[src/rtl/counter_defs.sv]
// Shared definitions for the sweep sequencer and its counter.
// Holds default widths and the sequencer state encoding.
package counter_defs;

  localparam int WIDTH_D   = 4;
  localparam int DWELL_W_D = 4;

  typedef enum logic [2:0] {
    S_IDLE   = 3'd0,
    S_SEEK   = 3'd1,
    S_DWELL  = 3'd2,
    S_RETURN = 3'd3,
    S_DONE   = 3'd4
  } state_t;

endpackage

[src/rtl/counter.sv]
// Up/down counter, one step per enabled edge.
// Ports: clk, rst (async high), en, dn (1=down), count.
module counter
  import counter_defs::*;
#(
  parameter int WIDTH = WIDTH_D
) (
  input  logic             clk,
  input  logic             rst,
  input  logic             en,
  input  logic             dn,
  output logic [WIDTH-1:0] count
);

  always_ff @(posedge clk or posedge rst) begin
    if (rst)
      count <= '0;
    else if (en)
      count <= dn ? count - 1'b1
                  : count + 1'b1;
  end

endmodule

[src/rtl/count_seq.sv]
// Sweep sequencer: 0/current -> target -> hold -> 0.
// Ports: clk, rst, start, abort, target, dwell, count, busy, done, dir.
module count_seq
  import counter_defs::*;
#(
  parameter int WIDTH   = WIDTH_D,
  parameter int DWELL_W = DWELL_W_D
) (
  input  logic               clk,
  input  logic               rst,
  input  logic               start,
  input  logic               abort,
  input  logic [WIDTH-1:0]   target,
  input  logic [DWELL_W-1:0] dwell,
  output logic [WIDTH-1:0]   count,
  output logic               busy,
  output logic               done,
  output logic               dir
);

  state_t st, nx;

  logic [WIDTH-1:0]   tgt;
  logic [DWELL_W-1:0] dwl;
  logic [DWELL_W-1:0] dcnt;
  logic               dir_q;
  logic               busy_q;
  logic               done_q;
  logic               en;
  logic               dn;
  logic               at_tgt;
  logic               at_zero;

  assign at_tgt  = (count == tgt);
  assign at_zero = (count == '0);

  counter #(.WIDTH(WIDTH)) u_cnt (
    .clk   (clk),
    .rst   (rst),
    .en    (en),
    .dn    (dn),
    .count (count)
  );

  // abort blocks en so the count freezes on the abort edge
  always_comb begin
    nx = st;
    en = 1'b0;
    dn = dir_q;
    unique case (st)
      S_IDLE: begin
        if (start && !abort)
          nx = S_SEEK;
      end
      S_SEEK: begin
        if (abort)
          nx = S_IDLE;
        else if (at_tgt)
          nx = S_DWELL;
        else
          en = 1'b1;
      end
      S_DWELL: begin
        if (abort)
          nx = S_IDLE;
        else if (dcnt == '0)
          nx = S_RETURN;
      end
      S_RETURN: begin
        dn = 1'b1;
        if (abort)
          nx = S_IDLE;
        else if (at_zero)
          nx = S_DONE;
        else
          en = 1'b1;
      end
      S_DONE: begin
        nx = S_IDLE;
      end
      default: begin
        nx = S_IDLE;
      end
    endcase
  end

  always_ff @(posedge clk or posedge rst) begin
    if (rst) begin
      st     <= S_IDLE;
      tgt    <= '0;
      dwl    <= '0;
      dcnt   <= '0;
      dir_q  <= 1'b0;
      busy_q <= 1'b0;
      done_q <= 1'b0;
    end else begin
      st     <= nx;
      busy_q <= (nx == S_SEEK) ||
                (nx == S_DWELL) ||
                (nx == S_RETURN);
      done_q <= (nx == S_DONE);
      if (st == S_IDLE && nx == S_SEEK) begin
        tgt   <= target;
        dwl   <= dwell;
        dir_q <= (count > target);
      end
      if (st == S_SEEK && nx == S_DWELL)
        dcnt <= dwl;
      else if (st == S_DWELL && dcnt != '0)
        dcnt <= dcnt - 1'b1;
      if (st == S_DWELL && nx == S_RETURN)
        dir_q <= 1'b1;
    end
  end

  assign busy = busy_q;
  assign done = done_q;
  assign dir  = dir_q;

endmodule

[config.mk]
export PLATFORM = sky130hd
export DESIGN_NAME = count_seq
export DESIGN_NICKNAME = d
export VERILOG_FILES = /design/src/rtl/counter_defs.sv /design/src/rtl/counter.sv /design/src/rtl/count_seq.sv
export SDC_FILE = /design/constraint.sdc
export NUM_CORES = 1
export LEC_CHECK = 0
export BUFFER_PORTS_ARGS = -buffer_cell sky130_fd_sc_hd__buf_2
export CAP_MARGIN = 20
export CORE_MARGIN = 2
export CORE_UTILIZATION = 36
export DETAILED_ROUTE_END_ITERATION = 8
export HOLD_SLACK_MARGIN = 0.15
export PLACE_DENSITY = 0.65
export SKIP_LAST_GASP = 1
export SLEW_MARGIN = 10
export SYNTH_ARGS = -nofsm -noshare
export SYNTH_HDL_FRONTEND = slang
export SYNTH_SLANG_ARGS = --single-unit
[constraint.sdc]
create_clock -name clk -period 5.73 [get_ports clk]
set_input_delay 1.146 -clock clk [delete_from_list [all_inputs] [get_ports clk]]
set_output_delay 1.146 -clock clk [all_outputs]
set_load 0.01 [all_outputs]
==> Yosys cells after proc, flatten, opt, wreduce, memory -nomap -nowiden <==
Index checks and enable logic that the tools add are counted.
{ "word_totals": {"register_bits": 22, "output_inout_bits": 7} }
{ "classes": {"addsub": 3, "order_cmp": 1, "n_eq_ne": 8, "mux": 19, "reduce_logical": 14} }
{ "op_table": {"columns": ["cell", "count"], "rows": [
  ["$mux W3", 7],
  ["$eq A3 B2 Y1 const B", 4],
  ["$mux W4", 3],
  ["$pmux W3 S4", 1],
  ["$logic_not A4 Y1", 2],
  ["$sub A4 B1 Y4 const B", 2],
  ["$mux W1", 7],
  ["$eq A3 B1 Y1 const B", 2],
  ["$logic_and A1 B1 Y1", 5],
  ["$add A4 B1 Y4 const B", 1],
  ["$eq A4 B4 Y1", 1],
  ["$gt A4 B4 Y1", 1],
  ["$reduce_bool A2 Y1", 2],
  ["$reduce_bool A4 Y1", 1],
  ["$eq A3 B3 Y1 const B", 1],
  ["$logic_not A3 Y1", 1],
  ["$logic_or A1 B1 Y1", 2],
  ["$pmux W1 S2", 1],
  ["$logic_not A1 Y1", 1]
]} }

==> Depth between registers and ports, before layout <==
{ "logic_depth": {"ltp_word": 8, "ltp_mapped": 8, "ltp_nobuf": 8} }

==> By module <==
From an unflattened synthesis, not the netlist that was laid out.
{ "unflattened": {"cells_unflattened": 125, "hier_area_um2": 1313.8} }
{ "modules_own_cells": {"columns": ["mod", "instances", "cells_per_inst", "area_per_inst_um2", "seq_area_each_um2"], "rows": [
  ["count_seq", 1, 95, 1009.7, 450.4],
  ["counter", 1, 30, 304.0, 100.1]
]} }

==> Least setup slack after synthesis <==
No wires, ideal clock.
{ "synth_timing": {"kind": "input -> register", "start": "in target[1]", "end": "reg dir_q, in the netlist dir", "setup_ns": 0.128, "arrival_time_ns": 2.093, "required_time_ns": 5.602, "path_slack_ns": 3.510, "stages": 7, "path_buffers": 0, "cell_sequence": "inv_1 > ha_1 > nor2b_1 > o21a_1 > o21a_1 > o21ai_0 > nand3_1"} }
{ "synth_between": {"elab_chain_len": 3} }
{ "synth_lines": {"columns": ["item", "line_no", "text"], "rows": [
  ["start: declaration", "count_seq.sv:13", "input logic [WIDTH-1:0] target,"],
  ["$gt A4 B4 Y1", "count_seq.sv:105", "dir_q <= (count > target);"],
  ["$mux W1", "count_seq.sv:102", "if (st == S_IDLE && nx == S_SEEK) begin"],
  ["$mux W1", "count_seq.sv:111", "if (st == S_DWELL && nx == S_RETURN)"],
  ["end signal: assignment", "count_seq.sv:105", null],
  ["end: declaration", "count_seq.sv:26", "logic dir_q;"]
]} }
Every way passes these cells. The select of a mux whose other input is x is not followed.
A chain may end at the register's enable or synchronous reset.

==> Worst setup path after layout <==
{ "layout_timing": {"start": "reg u_cnt.count[0]", "end": "out count[0]"} }
{ "layout_lines": {"columns": ["item", "line_no", "text"], "rows": [
  ["start: declaration", "counter.sv:12", "output logic [WIDTH-1:0] count"],
  ["start signal: assignment", "counter.sv:19", "count <= dn ? count - 1'b1"],
  ["end: declaration", "count_seq.sv:15", "output logic [WIDTH-1:0] count,"]
]} }
No word-level cell between the ends.

==> results.txt <==
Ports: 19
Comb power frac: 0.410
RSZ-0062 raised after global routing: no
Post-Syn Nets: 129
status: finished, final reports clean
CTS sink count: 22
clock latency at the later pin of the worst-skew pair: 300 ps
Num CTS Buffers: 3
Root Driver: clkbuf_4
Clock power frac: 0.168
chip height: 61.1 um
placed cell area: 1320 um^2
sequential area share after synthesis: 0.469
Tot Pwr: 0.696 mW
post_cts resized: 0
Max-cap violations: 0
Post-Synthesis Mean Instance Area: 10.8 um^2
H-tree levels: 1
YS warnings: 0
area of the multi-input gates: 589 um^2
post-route clock skew: 4.06 ps
synthesized area: 1170 um^2
Antenna diodes: 0
Detailed Place HPWL: 1.70 mm
CP Class: reg2out
Max rail drop VDD: 269 uV
Power Density: 509 nW/um^2
Clock transition at path regs: 120 ps
worst hold path type: reg2reg
WL/cell: 12.5 um
CP Capture Type: output pin
post-route cell area: 1370 um^2
Static Leak: 0.702 nW
GPL Wtd Cong: 0.778
area grow syn2layout: 16.5%
Synth area leaders: dfrtp_1 (47%), mux2_2 (11%), ha_1 (7.5%)
Sw Share: 0.361
Setup TNS: 0 ps
DRC errors left: 0
Synth cell types: 30
top cell type's share of synthesized area: 0.469
Final WS setup: 3520 ps
delay-heaviest family, CP: flip-flops
fillers: 316
Slew Limit Fails: 0
port bufs: 18
synthesis-stage register bit count: 22
Setup Fix Bufs, Post-CTS: 0
period utilization: 0.386
count leader, synth: dfrtp_1
Synth top cells by count: dfrtp_1 (22), mux2_2 (11), nand2_1 (10)
GRT Total Usage: 0.138
layout cells sized above 1: 0.277
nets@finish: 151
Setup violations, final: 0
Setup WS pre-CTS: 3200 ps
Synth Instances: 109
Primary FF master, synth: dfrtp_1
storage element area: 551 um^2
CTS tree: yes
Switching Power: 0.251 mW
vias in the first global route: 831
number of synthesized flops with an enable pin: 0
Routed Antenna Nets: 0
CP Data Arrival Time: 1060 ps
Rows: 20
fraction of registers with async set/reset: 1.00
CP max FO: 7
Buf/Inv on CP: 1
post-layout min period: 2210 ps
CP max stage delay: 560 ps
largest area contributor in the netlist: dfrtp_1
Finished Layout Cells: 174
1st-pass router iterations: 4
drt total wl: 2.18 mm
Peak Freq: 453 MHz
initial antenna violation count: 0
Final Hold Fails: 0
Die X: 61.1 um
largest net degree at the start of global routing: 23
crit path cell chain: buf_2
Worst-Margin Slew: 825 ps
critical path required time: 4580 ps
first-pass GRT wire length: 3.67 mm
aggregate global routing overflow: 0
DR vias: 840
Slew HR: 0.450
clk buf depth: 2
Seq pwr share: 0.422
slowest CP cell: dfrtp_1
dpl cells: 170
drt via density: 4.83
core area: 3080 um^2
initial core utilization: 0.381
internal power: 0.444 mW
Post-CTS Hold Buffers: 0
Worst Setup Start Kind: flip-flop
die area: 3730 um^2
Detailed Route Iter0 Violations: 40
[layout by cell type, fill, tap and decap left out, types with 2 or more instances in the layout]
cell,n
a21o_1,2
a21oi_1,2
buf_2,18
clkbuf_4,3
dfrtp_1,22
ha_1,7
inv_1,8
mux2_2,11
nand2_1,10
nand3_1,6
nor2_1,7
nor3_1,2
o21a_1,2
o21ai_0,5
xnor2_1,3
xor2_1,6
[worst paths after layout]
check,startpoint,to,slack [ps],depth (start not counted)
setup / recovery,u_cnt.count[0],count[0],3520,1
hold / removal,dwl[3],dcnt[3],500,1
setup reg to reg,dcnt[0],dcnt[3],3560,7
hold reg to reg,dwl[3],dcnt[3],500,1
max in group asynchronous,rst,u_cnt.count[1],4240,2
min in group asynchronous,rst,dcnt[0],980,2
[power by group through the flow]
stage	Combinational [mW]	Sequential (mW)	Clock, mW
floorplan	0.216	0.288	0
global placement	0.278	0.295	0
detailed placement	0.291	0.297	0
CTS	0.292	0.294	0.121
global route	0.328	0.304	0.128
finish	0.285	0.294	0.117
[per-stage QoR]
step	hold WS, ps	utilization
after floorplan	453	-
after global placement	469	0.427
after detailed placement	483	0.427
after CTS	513	0.444
after global routing	540	0.444
final	503	0.444
[final cells by class]
class | count | area share
multi-input combinational | 78 | 0.431
sequential | 22 | 0.403
timing repair buffer | 18 | 0.0659
tap | 44 | 0.0403
clock inverter | 1 | 0.0220
inverter | 8 | 0.0220
clock buffer | 3 | 0.0165
[routing by layer]
layer,vias to the layer above,share of wire,global-route usage
met5,-,0,0
met4,0,0.0055,0.0280
met3,2,0.051,0.0441
met2,19,0.47,0.229
met1,402,0.47,0.176
li1,417,-,-
[cells by family (layout without fill, tap and decap cells)]
family / Yosys count / in the layout / share of synthesized area
compound gates: 13 / 13 / 0.0704
xor+xnor: 9 / 9 / 0.0672
fa+ha+maj: 8 / 8 / 0.0917
buf+inv: 9 / 30 / 0.0288
flops: 22 / 22 / 0.469
mux: 11 / 11 / 0.106
simple gates: 37 / 37 / 0.167
[flip-flops by register name (all words and copies together), names as in the netlist]
signal       count
done             1
dcnt             4
tgt              4
st               3
dir              1
u_cnt.count      4
dwl              4
busy             1
No activity file was read; power rests on OpenSTA's default activity.
